--- src/rtl/writeback_regfile.sv ---
// Y86-64 write-back stage and architectural register file.
// Resolves the two destination ports, commits results, latches halt status and counts retirements.
module writeback_regfile #(
    parameter logic [63:0] RSP_INIT = 64'h0,
    parameter int unsigned CNT_W    = 32
) (
    input  logic             clk,
    input  logic             reset,
    input  logic             wb_en,
    input  logic [3:0]       icode,
    input  logic             cnd,
    input  logic [3:0]       rA,
    input  logic [3:0]       rB,
    input  logic [63:0]      valE,
    input  logic [63:0]      valM,
    input  logic [1:0]       stat_in,
    output logic [63:0]      reg_mem0,
    output logic [63:0]      reg_mem1,
    output logic [63:0]      reg_mem2,
    output logic [63:0]      reg_mem3,
    output logic [63:0]      reg_mem4,
    output logic [63:0]      reg_mem5,
    output logic [63:0]      reg_mem6,
    output logic [63:0]      reg_mem7,
    output logic [63:0]      reg_mem8,
    output logic [63:0]      reg_mem9,
    output logic [63:0]      reg_mem10,
    output logic [63:0]      reg_mem11,
    output logic [63:0]      reg_mem12,
    output logic [63:0]      reg_mem13,
    output logic [63:0]      reg_mem14,
    output logic [1:0]       stat_out,
    output logic             halted,
    output logic [CNT_W-1:0] wb_count
);

    localparam int unsigned NUM_REGS = 15;
    localparam logic [3:0]  REG_NONE = 4'hF;
    localparam logic [3:0]  REG_RSP  = 4'h4;
    localparam logic [1:0]  STAT_AOK = 2'd0;

    logic [63:0] regs [NUM_REGS];
    logic [3:0]  dst_e_c;
    logic [3:0]  dst_m_c;
    logic        retire_c;
    logic        fault_c;

    // Destination selection by instruction class
    always_comb begin
        dst_e_c = REG_NONE;
        dst_m_c = REG_NONE;
        case (icode)
            4'h2:                      dst_e_c = cnd ? rB : REG_NONE;
            4'h3, 4'h6:                dst_e_c = rB;
            4'h8, 4'h9, 4'hA, 4'hB:    dst_e_c = REG_RSP;
            default:                   dst_e_c = REG_NONE;
        endcase
        if (icode == 4'h5 || icode == 4'hB) begin
            dst_m_c = rA;
        end
    end

    assign retire_c = wb_en && !halted && (stat_in == STAT_AOK);
    assign fault_c  = wb_en && !halted && (stat_in != STAT_AOK);

    // The valM write is issued last so it wins when both ports target one register
    always_ff @(posedge clk) begin
        if (reset) begin
            for (int i = 0; i < int'(NUM_REGS); i++) begin
                regs[i] <= (i == int'(REG_RSP)) ? RSP_INIT : 64'h0;
            end
            stat_out <= STAT_AOK;
            halted   <= 1'b0;
            wb_count <= '0;
        end else if (retire_c) begin
            if (dst_e_c != REG_NONE) begin
                regs[dst_e_c] <= valE;
            end
            if (dst_m_c != REG_NONE) begin
                regs[dst_m_c] <= valM;
            end
            if (wb_count != {CNT_W{1'b1}}) begin
                wb_count <= wb_count + CNT_W'(1);
            end
        end else if (fault_c) begin
            stat_out <= stat_in;
            halted   <= 1'b1;
        end
    end

    assign reg_mem0  = regs[0];
    assign reg_mem1  = regs[1];
    assign reg_mem2  = regs[2];
    assign reg_mem3  = regs[3];
    assign reg_mem4  = regs[4];
    assign reg_mem5  = regs[5];
    assign reg_mem6  = regs[6];
    assign reg_mem7  = regs[7];
    assign reg_mem8  = regs[8];
    assign reg_mem9  = regs[9];
    assign reg_mem10 = regs[10];
    assign reg_mem11 = regs[11];
    assign reg_mem12 = regs[12];
    assign reg_mem13 = regs[13];
    assign reg_mem14 = regs[14];

endmodule
--- config.mk ---
export PLATFORM = sky130hd
export DESIGN_NAME = writeback_regfile
export DESIGN_NICKNAME = d
export VERILOG_FILES = /design/src/rtl/writeback_regfile.sv
export SDC_FILE = /design/constraint.sdc
export NUM_CORES = 1
export LEC_CHECK = 0
export ABC_AREA = 1
export CAP_MARGIN = 20
export CORE_AREA = 2 2 447 449
export DETAILED_ROUTE_END_ITERATION = 6
export DIE_AREA = 0 0 449 451
export GPL_ROUTABILITY_DRIVEN = 0
export PLACE_DENSITY_LB_ADDON = 0.2
export SLEW_MARGIN = 20
export SYNTH_ARGS = -nofsm -noshare
export SYNTH_HDL_FRONTEND = slang
export SYNTH_SLANG_ARGS = --single-unit
--- constraint.sdc ---
create_clock -name clk -period 7.26 [get_ports clk]
set_clock_uncertainty 0.1 [all_clocks]
set_input_delay 1.089 -clock clk [delete_from_list [all_inputs] [get_ports clk]]
set_output_delay 1.089 -clock clk [all_outputs]
set_load 0.02 [all_outputs]
==> summary.md, run 1 <==
* buffers plus inverters on the worst setup path: 3
* highest attainable clock frequency: 216.7 MHz
* synthesized instance count: 5145
* worst path required time: 7.62 ns
* area post-placement: 0.06037 mm^2
* Worst path max stage delay: 0.80 ns
* post-CTS setup buffer count: 0
* transition at the pin with the smallest max-transition slack: 1.238 ns
* busiest layer in global routing: met2
* combinational group share of total power: 9.5%
* type of the most critical hold path: reg2reg
* TritonRoute pass-1 iters: 5
* CP Data Arrival Time: 4.97 ns
* synthesized area per cell: 8.962 um^2
* Pwr per Cell Area: 223.9 mW/mm^2
* global-route wire length before repair: 355.3 mm
* kind of start point of the critical path: input port
* number of distinct library cells after synthesis: 27
* adder-cell share of the synthesized area: 0.02713%
* number of global-route vias before repair: 39100
* antenna violations before repair: 22
* clock network power share: 45.5%
* drt first-iter violations: 4803
* die outline area: 0.2025 mm^2
* simple-gate share of the synthesized area: 24.93%
* setup slack after placement: 1.879 ns
* GR Util met1: 31.15%
* aggregate routed wire length: 267.8 mm
* number of enable-type register cells in the synthesized netlist: 960
* fillcell total: 20390
* clock latency of the later-clocked register in the worst-skew pair: 0.83 ns
* register-to-register setup slack: 3.09 ns
* register area share after synthesis: 64.04%
* FF-to-FF Start: halted$_SDFFE_PP0P_
* dominant cell type by area after synthesis: sky130_fd_sc_hd__edfxtp_1
* Global Route Usage Sum: 25.61%
* maximum fanout along the worst path: 39
* area growth from synthesis to final layout: 40.07%
* worst-case clock buffer depth: 3
* Top cell by count, worst path: sky130_fd_sc_hd__nand2_4
* dominant combinational cell family by area after synthesis: simple AND/OR/NAND/NOR gates
* ranking of synthesized cells by area: sky130_fd_sc_hd__edfxtp_1 63%, sky130_fd_sc_hd__nand2_1 22%, sky130_fd_sc_hd__o21ai_0 3.4%
* compound-gate portion of the synthesized area: 4.624%
* total of flip-flops plus latches after synthesis: 995
* CTS tree: yes
* hold-fix buffer count after cts: 0
* average wire per cell in the routed design: 30.10 um
* worst r2r dst: regs[10][45]$_DFFE_PP_
* Hold Violations, Final: 0
* TritonCTS sink count: 995
* Global Route met2 Usage: 42.46%
* Core Region: 0.1982 mm^2
* status: complete, no violations
* tightest slew margin relative to the limit: 17.46%
* quantity of I/O buffers inserted on ports: 1140
* element type at the critical path end: flip-flop
* count of H-tree levels built during CTS: 4
* met3 demand-to-capacity share in global routing: 5.262%
* fraction of final layout cells with drive strength greater than 1: 5.826%
* critical path cell sequence: clkdlybuf4s50_1 -> inv_1 -> nor2_2 -> nand2_1 -> nor2_4 -> nand3_1 -> nor2_1 -> nand2_4 -> nand2_4 -> buf_4
* Die Span X: 449 um
* number of vias per cell: 4.712
* cell internal pwr: 0.01058 W
* XOR/XNOR Fraction of Synth Area: 0.2469%
* start point of the worst min-delay path: stat_out[1]$_SDFFE_PP0P_
* max-cap viol count: 0
* number of gates given a new drive strength after cts: 0
* cell area after synthesis: 0.04611 mm^2
* Via Count: 41910
* number of nets with antenna violations after detailed routing: 0
* dpl cells: 8655
* dpl hpwl: 179.3 mm
* Hold Path End: stat_out[1]$_SDFFE_PP0P_
* Psw: 0.003885 W
* worst path setup slack after routing: 2.646 ns
* min cycle time layout: 4.614 ns
* Std-Cell Rows: 164
* hold path depth: 2
* cell leakage power: 27.08 nW
* Yosys Warn Count: 0
* cell type group with the largest total delay on the critical path: simple AND/OR/NAND/NOR gates
* fraction of registers with async set or reset after synthesis: 0%
* clock transition at the registers of the reported paths: 0.05 ns
* net count after synthesis: 5292
* fraction of power spent switching nets: 26.86%
* critical setup path kind: in2reg
* Final Instance Area: 0.06459 mm^2
* Top FF cell, synth: sky130_fd_sc_hd__edfxtp_1
* effective utilization at floorplan: 23.26%
* multiplexer area fraction after synthesis: 0%
* setup repair after global routing missed its margin: no
* slowest CP cell: sky130_fd_sc_hd__nand2_4
* Post-Route Setup TNS: 0 ns
* share of the synthesized area in the top cell type: 62.52%
* final-report max-slew violation count: 0
* Die Y-Extent: 451 um
* Clk Tree Root Cell: sky130_fd_sc_hd__clkbuf_16
* final period utilization: 63.56%
* DRC errors left: 0
* filler-free cell count of the finished design: 8895
* Worst Reg-to-Reg Cells: 8
* I/O pin cnt: 1141
* Peak VDD IR: 0.0002251 V
* pin count of the biggest net entering global routing: 129
* share of the core filled with cells in the final layout: 32.59%
* Reg power frac: 44.9%
* number of buffers added by the clock tree synthesis step: 131
* global route total overflow: 0
* Post-layout nets: 6279
* final setup violation count: 0
-- per-layer routing --
metal	part of all wire, %	routed length (um)
met1	38	102600
met2	48	127600
met3	7.9	21070
met4	6.1	16470
met5	0.0049	13
-- state kept, by name (all words and copies together), names as in the netlist --
name,count
halted,1
regs,960
stat_out,2
wb_count,32
-- cell usage in the layout (no fill, tap or decap), drive strengths merged, types with 7 or more instances in the layout --
master         Yosys  layout
edfxtp           960     960
nand4              8       8
a21oi             27      27
clkinv             0      46
nand2           2664    2664
diode              0       8
clkbuf           170     165
buf              225     117
nand3b             9       9
nand3             17      17
clkdlybuf4s50      0    1132
o21ai            396     396
xor2              10      10
clkinvlp           0       7
bufinv             0       9
inv              302     307
nor2             310     310
dfxtp             35      35
-- power groups by stage --
stage | Clock, W | Combinational, W | Sequential (W)
floorplan | 0 | 0.000305 | 0.00683
CTS | 0.00669 | 0.00138 | 0.00650
global route | 0.00688 | 0.00142 | 0.00651
detailed placement | 0 | 0.00138 | 0.00662
global placement | 0 | 0.00138 | 0.00662
finish | 0.00659 | 0.00138 | 0.00650
-- stage by stage --
| step | hold WS [ns] | total power, W |
|---|---|---|
| 6_report | 0.3755 | 0.01446 |
| 2_1_floorplan | 0.4359 | 0.007131 |
| 3_5_place_dp | 0.3686 | 0.007998 |
| 5_1_grt | 0.4087 | 0.01481 |
| 4_1_cts | 0.3796 | 0.01458 |
| 3_3_place_gp | 0.3723 | 0.007997 |
-- layout make-up --
class / instances / area (um^2) / share of cell area (%)
sequential: 995 / 29530 / 45.72
clock buffer: 165 / 3470 / 5.372
tap: 2656 / 3323 / 5.145
timing repair buffer: 1249 / 12310 / 19.06
antenna: 8 / 20.02 / 0.03099
multi-input combinational: 3453 / 14050 / 21.76
clock inverter: 67 / 737.0 / 1.141
inverter: 302 / 1149 / 1.778
-- cell families (layout without fill, tap and decap cells) --
| kind of cell | after synthesis | after routing |
|---|---|---|
| xor gates and xnor gates | 13 | 13 |
| buffers and inverters | 697 | 1783 |
| adders and majority gates | 1 | 1 |
| other | 0 | 8 |
| and+or+nand+nor | 3014 | 3014 |
| AOI/OAI and AO/OA | 425 | 425 |
| DFF | 995 | 995 |
-- worst max path at each step --
stage	startpoint	to	slack, ns	depth (start not counted)
finish	wb_en	regs[10][45]$_DFFE_PP_	2.65	10
detailed placement	icode[2]	regs[4][58]$_DFFE_PP_	1.88	10
CTS	wb_en	regs[10][42]$_DFFE_PP_	2.75	10
floorplan	icode[3]	regs[11][0]$_DFFE_PP_	0.19	7
global placement	wb_en	regs[10][58]$_DFFE_PP_	1.93	10
global route	icode[2]	regs[4][53]$_DFFE_PP_	2.44	10
-- tightest hold or removal path: stages (launching register included) --
cell	delay, ns
sky130_fd_sc_hd__dfxtp_1	0.32
sky130_fd_sc_hd__nand2_1	0.06
sky130_fd_sc_hd__a21oi_1	0.05
-- synthesized netlist by cell type, types with 2 or more instances --
master	n
sky130_fd_sc_hd__nor3b_1	3
sky130_fd_sc_hd__buf_1	56
sky130_fd_sc_hd__nand4_1	8
sky130_fd_sc_hd__nand3_1	15
sky130_fd_sc_hd__nor3_1	2
sky130_fd_sc_hd__clkbuf_1	170
sky130_fd_sc_hd__edfxtp_1	960
sky130_fd_sc_hd__nand3b_1	9
sky130_fd_sc_hd__nand2_1	2664
sky130_fd_sc_hd__dfxtp_1	35
sky130_fd_sc_hd__nor2_1	297
sky130_fd_sc_hd__buf_2	168
sky130_fd_sc_hd__a21oi_1	27
sky130_fd_sc_hd__o21ai_0	309
sky130_fd_sc_hd__inv_1	290
sky130_fd_sc_hd__nor2_4	8
sky130_fd_sc_hd__xor2_1	10
sky130_fd_sc_hd__nor2_2	5
sky130_fd_sc_hd__o21ai_1	87
sky130_fd_sc_hd__inv_2	12
sky130_fd_sc_hd__xnor2_1	3
sky130_fd_sc_hd__o21bai_1	2
Power figures use the tool's default switching activity.
==> inputs of run 2 (changes only) <==
Clock period 7.26 ns to 3.75 ns, I/O delays scaled along.
==> summary.md, run 2 (synthesis results as in run 1) <==
* pin count of the biggest net entering global routing: 93, -28%
* DR WL met2: 124.3 mm, -2.6%
* register-to-register setup slack: 1.09 ns, -2.00 ns
* Reg power frac: 47.0%, +2.1 points
* Psw: 0.007198 W, +85%
* most frequent standard cell in the layout excluding fill and tap cells: sky130_fd_sc_hd__nand2_1
* highest attainable clock frequency: 359.6 MHz
* share of the core filled with cells in the final layout: 33.09%, +0.50 points
* fraction of power spent switching nets: 26.89%, +0.028 points
* aggregate routed wire length: 261.0 mm, -2.5%
* setup slack after placement: 0.2870 ns, -1.592 ns
* antenna violations before repair: 17, -23%
* CP Data Arrival Time: 2.12 ns, -2.85 ns
* DRC errors left: 0, unchanged
* Via Count: 41970, +0.14%
* largest registers: regs: 960 flops, wb_count: 32 flops, stat_out: 2 flops
* commonest cells after routing, fill and taps aside: 2652 x sky130_fd_sc_hd__nand2_1, 1134 x sky130_fd_sc_hd__clkdlybuf4s50_1, 960 x sky130_fd_sc_hd__edfxtp_1
* CTS tree: yes
* Core Region: 0.1982 mm^2, unchanged
* final-report max-slew violation count: 0, unchanged
* topmost layer with routed signal wires: met5
* critical setup path kind: reg2out
* status: complete, no violations
* Post-layout nets: 6362, +1.3%
* type of the most critical hold path: in2reg
* clock transition at the registers of the reported paths: 0.06 ns, about the same
* Std-Cell Rows: 164, unchanged
* average wire per cell in the routed design: 29.07 um, -3.4%
* count of H-tree levels built during CTS: 3, -1
* global route total overflow: 0, unchanged
* maximum fanout along the worst path: 1, -97%
* effective utilization at floorplan: 23.26%, unchanged
* clock network power share: 42.9%, -2.6 points
* number of flip-flops in the largest register: 960, unchanged
* max-cap viol count: 0, unchanged
* cell type group with the largest total delay on the critical path: buffers and inverters
* die outline area: 0.2025 mm^2, unchanged
* number of buffers added by the clock tree synthesis step: 121, -7.6%
* Hold Path End: regs[3][30]$_DFFE_PP_
* combinational group share of total power: 10.1%, +0.6 points
* worst path setup slack after routing: 0.9694 ns, -1.676 ns
* slowest CP cell: sky130_fd_sc_hd__clkdlybuf4s50_1
* wire length the detailed router placed on met1: 101.9 mm, -0.62%
* buffers plus inverters on the worst setup path: 1, -2
* power after layout: 0.02677 W, +85%
* dpl hpwl: 181.9 mm, +1.5%
* filler-free cell count of the finished design: 8978, +0.93%
* min cycle time layout: 2.781 ns
* worst r2r dst: regs[8][27]$_DFFE_PP_
* tightest slew margin relative to the limit: 19.15%, +1.7 points
* Pwr per Cell Area: 408.1 mW/mm^2, +82%
* cell internal pwr: 0.01957 W, +85%
* cell leakage power: 27.52 nW, +1.7%
* Clk Tree Root Cell: sky130_fd_sc_hd__clkbuf_16
* TritonRoute pass-1 iters: 6, +1
* WL met3: 19.96 mm, -5.3%
* area growth from synthesis to final layout: 42.24%
* fraction of final layout cells with drive strength greater than 1: 6.651%, +0.83 points
* kind of start point of the critical path: flip-flop
* Global Route Usage Sum: 24.81%, -0.80 points
* setup repair after global routing missed its margin: no
* dpl cells: 8747, +1.1%
* global-route wire length before repair: 347.1 mm, -2.3%
* worst path required time: 3.09 ns, -4.53 ns
* I/O pin cnt: 1141, unchanged
* clock latency of the later-clocked register in the worst-skew pair: 0.78 ns, -0.05 ns
* start point of the worst min-delay path: valM[30]
* quantity of I/O buffers inserted on ports: 1140, unchanged
* hold path depth: 3, +1
* drt first-iter violations: 4418, -8.0%
* TritonCTS sink count: 995, unchanged
* top register by number of flip-flops: regs
* Peak VDD IR: 0.0003777 V, +68%
* Hold Violations, Final: 0, unchanged
* number of global-route vias before repair: 38730, -0.96%
* number of vias per cell: 4.674, -0.79%
* Die Span X: 449 um, unchanged
* critical path cell sequence: clkdlybuf4s50_1
* element type at the critical path end: output port
* Die Y-Extent: 451 um, unchanged
* worst-case clock buffer depth: 3, unchanged
* final period utilization: 74.15%
* transition at the pin with the smallest max-transition slack: 1.209 ns, -0.02917 ns
* Worst path max stage delay: 0.84 ns, +0.04 ns
* number of nets with antenna violations after detailed routing: 0, unchanged
* FF-to-FF Start: halted$_SDFFE_PP0P_
* Worst Reg-to-Reg Cells: 9, +1
* final setup violation count: 0, unchanged
==> run 2: cell count changes in the layout (fill, tap and decap cells not counted), sizes merged <==
cell / delta
inv: +2
clkbuf: -9
clkdlybuf4s50: +2
clkinv: +6
clkinvlp: -3
bufinv: -5
diode: -1
dlygate4sd3: +1
buf: +90
==> run 2: worst max-delay path by stage <==
stage                               start                     end  slack, ns  cells after the start
floorplan                        icode[3]   regs[11][0]$_DFFE_PP_      -1.07                      7
global placement                    wb_en  regs[13][57]$_DFFE_PP_       0.31                     11
detailed placement               icode[3]   regs[13][3]$_DFFE_PP_       0.29                     13
CTS                 regs[9][63]$_DFFE_PP_            reg_mem9[63]       0.76                      1
global route        regs[9][63]$_DFFE_PP_            reg_mem9[63]       0.83                      1
finish              regs[9][63]$_DFFE_PP_            reg_mem9[63]       0.97                      1
==> run 2: per-layer routing <==
| metal | track usage [%] | vias up |
|---|---|---|
| met2 | 41.09 | 2223 |
| met4 | 12.27 | 2 |
| met5 | 0 | - |
| li1 | - | 18500 |
| met1 | 30.94 | 20800 |
| met3 | 4.669 | 437 |
==> run 2: repair_timing <==
item                                   4_1_cts  5_1_grt
setup buffers                                0        0
setup endpoints to repair                    0        0
endpoints found under the hold margin        3        0
gates resized for setup                      0        0
hold buffers                                 1        0
==> run 2: area by class of cell <==
| type | count | area [um^2] |
|---|---|---|
| diodes | 7 | 17.52 |
| repair buffers | 1342 | 13790 |
| flip-flops and latches | 995 | 29530 |
| multi-input cells | 3453 | 14050 |
| inverters | 302 | 1149 |
| fillers | 20390 | 132600 |
| clock buffers | 156 | 3179 |
| clock inverters | 67 | 548.0 |
| well taps | 2656 | 3323 |
==> run 2: through the flow <==
| stage | setup TNS (ns) | area (um^2) | hold slack (ns) |
|---|---|---|---|
| finish | 0 | 65590 | 0.2891 |
| CTS | 0 | 65580 | 0.2274 |
| global route | 0 | 65580 | 0.2663 |
| floorplan | -206.02 | 46150 | 0.4359 |
| global placement | 0 | 61860 | 0.3506 |
| detailed placement | 0 | 61840 | 0.3591 |
==> run 2: power by group through the flow <==
stage | clock network, W | logic [W] | registers [W]
2_1_floorplan | 0 | 0.000594 | 0.0132
6_report | 0.0115 | 0.00271 | 0.0126
3_3_place_gp | 0 | 0.00272 | 0.0128
3_5_place_dp | 0 | 0.00272 | 0.0128
5_1_grt | 0.0121 | 0.00280 | 0.0126
4_1_cts | 0.0117 | 0.00273 | 0.0126
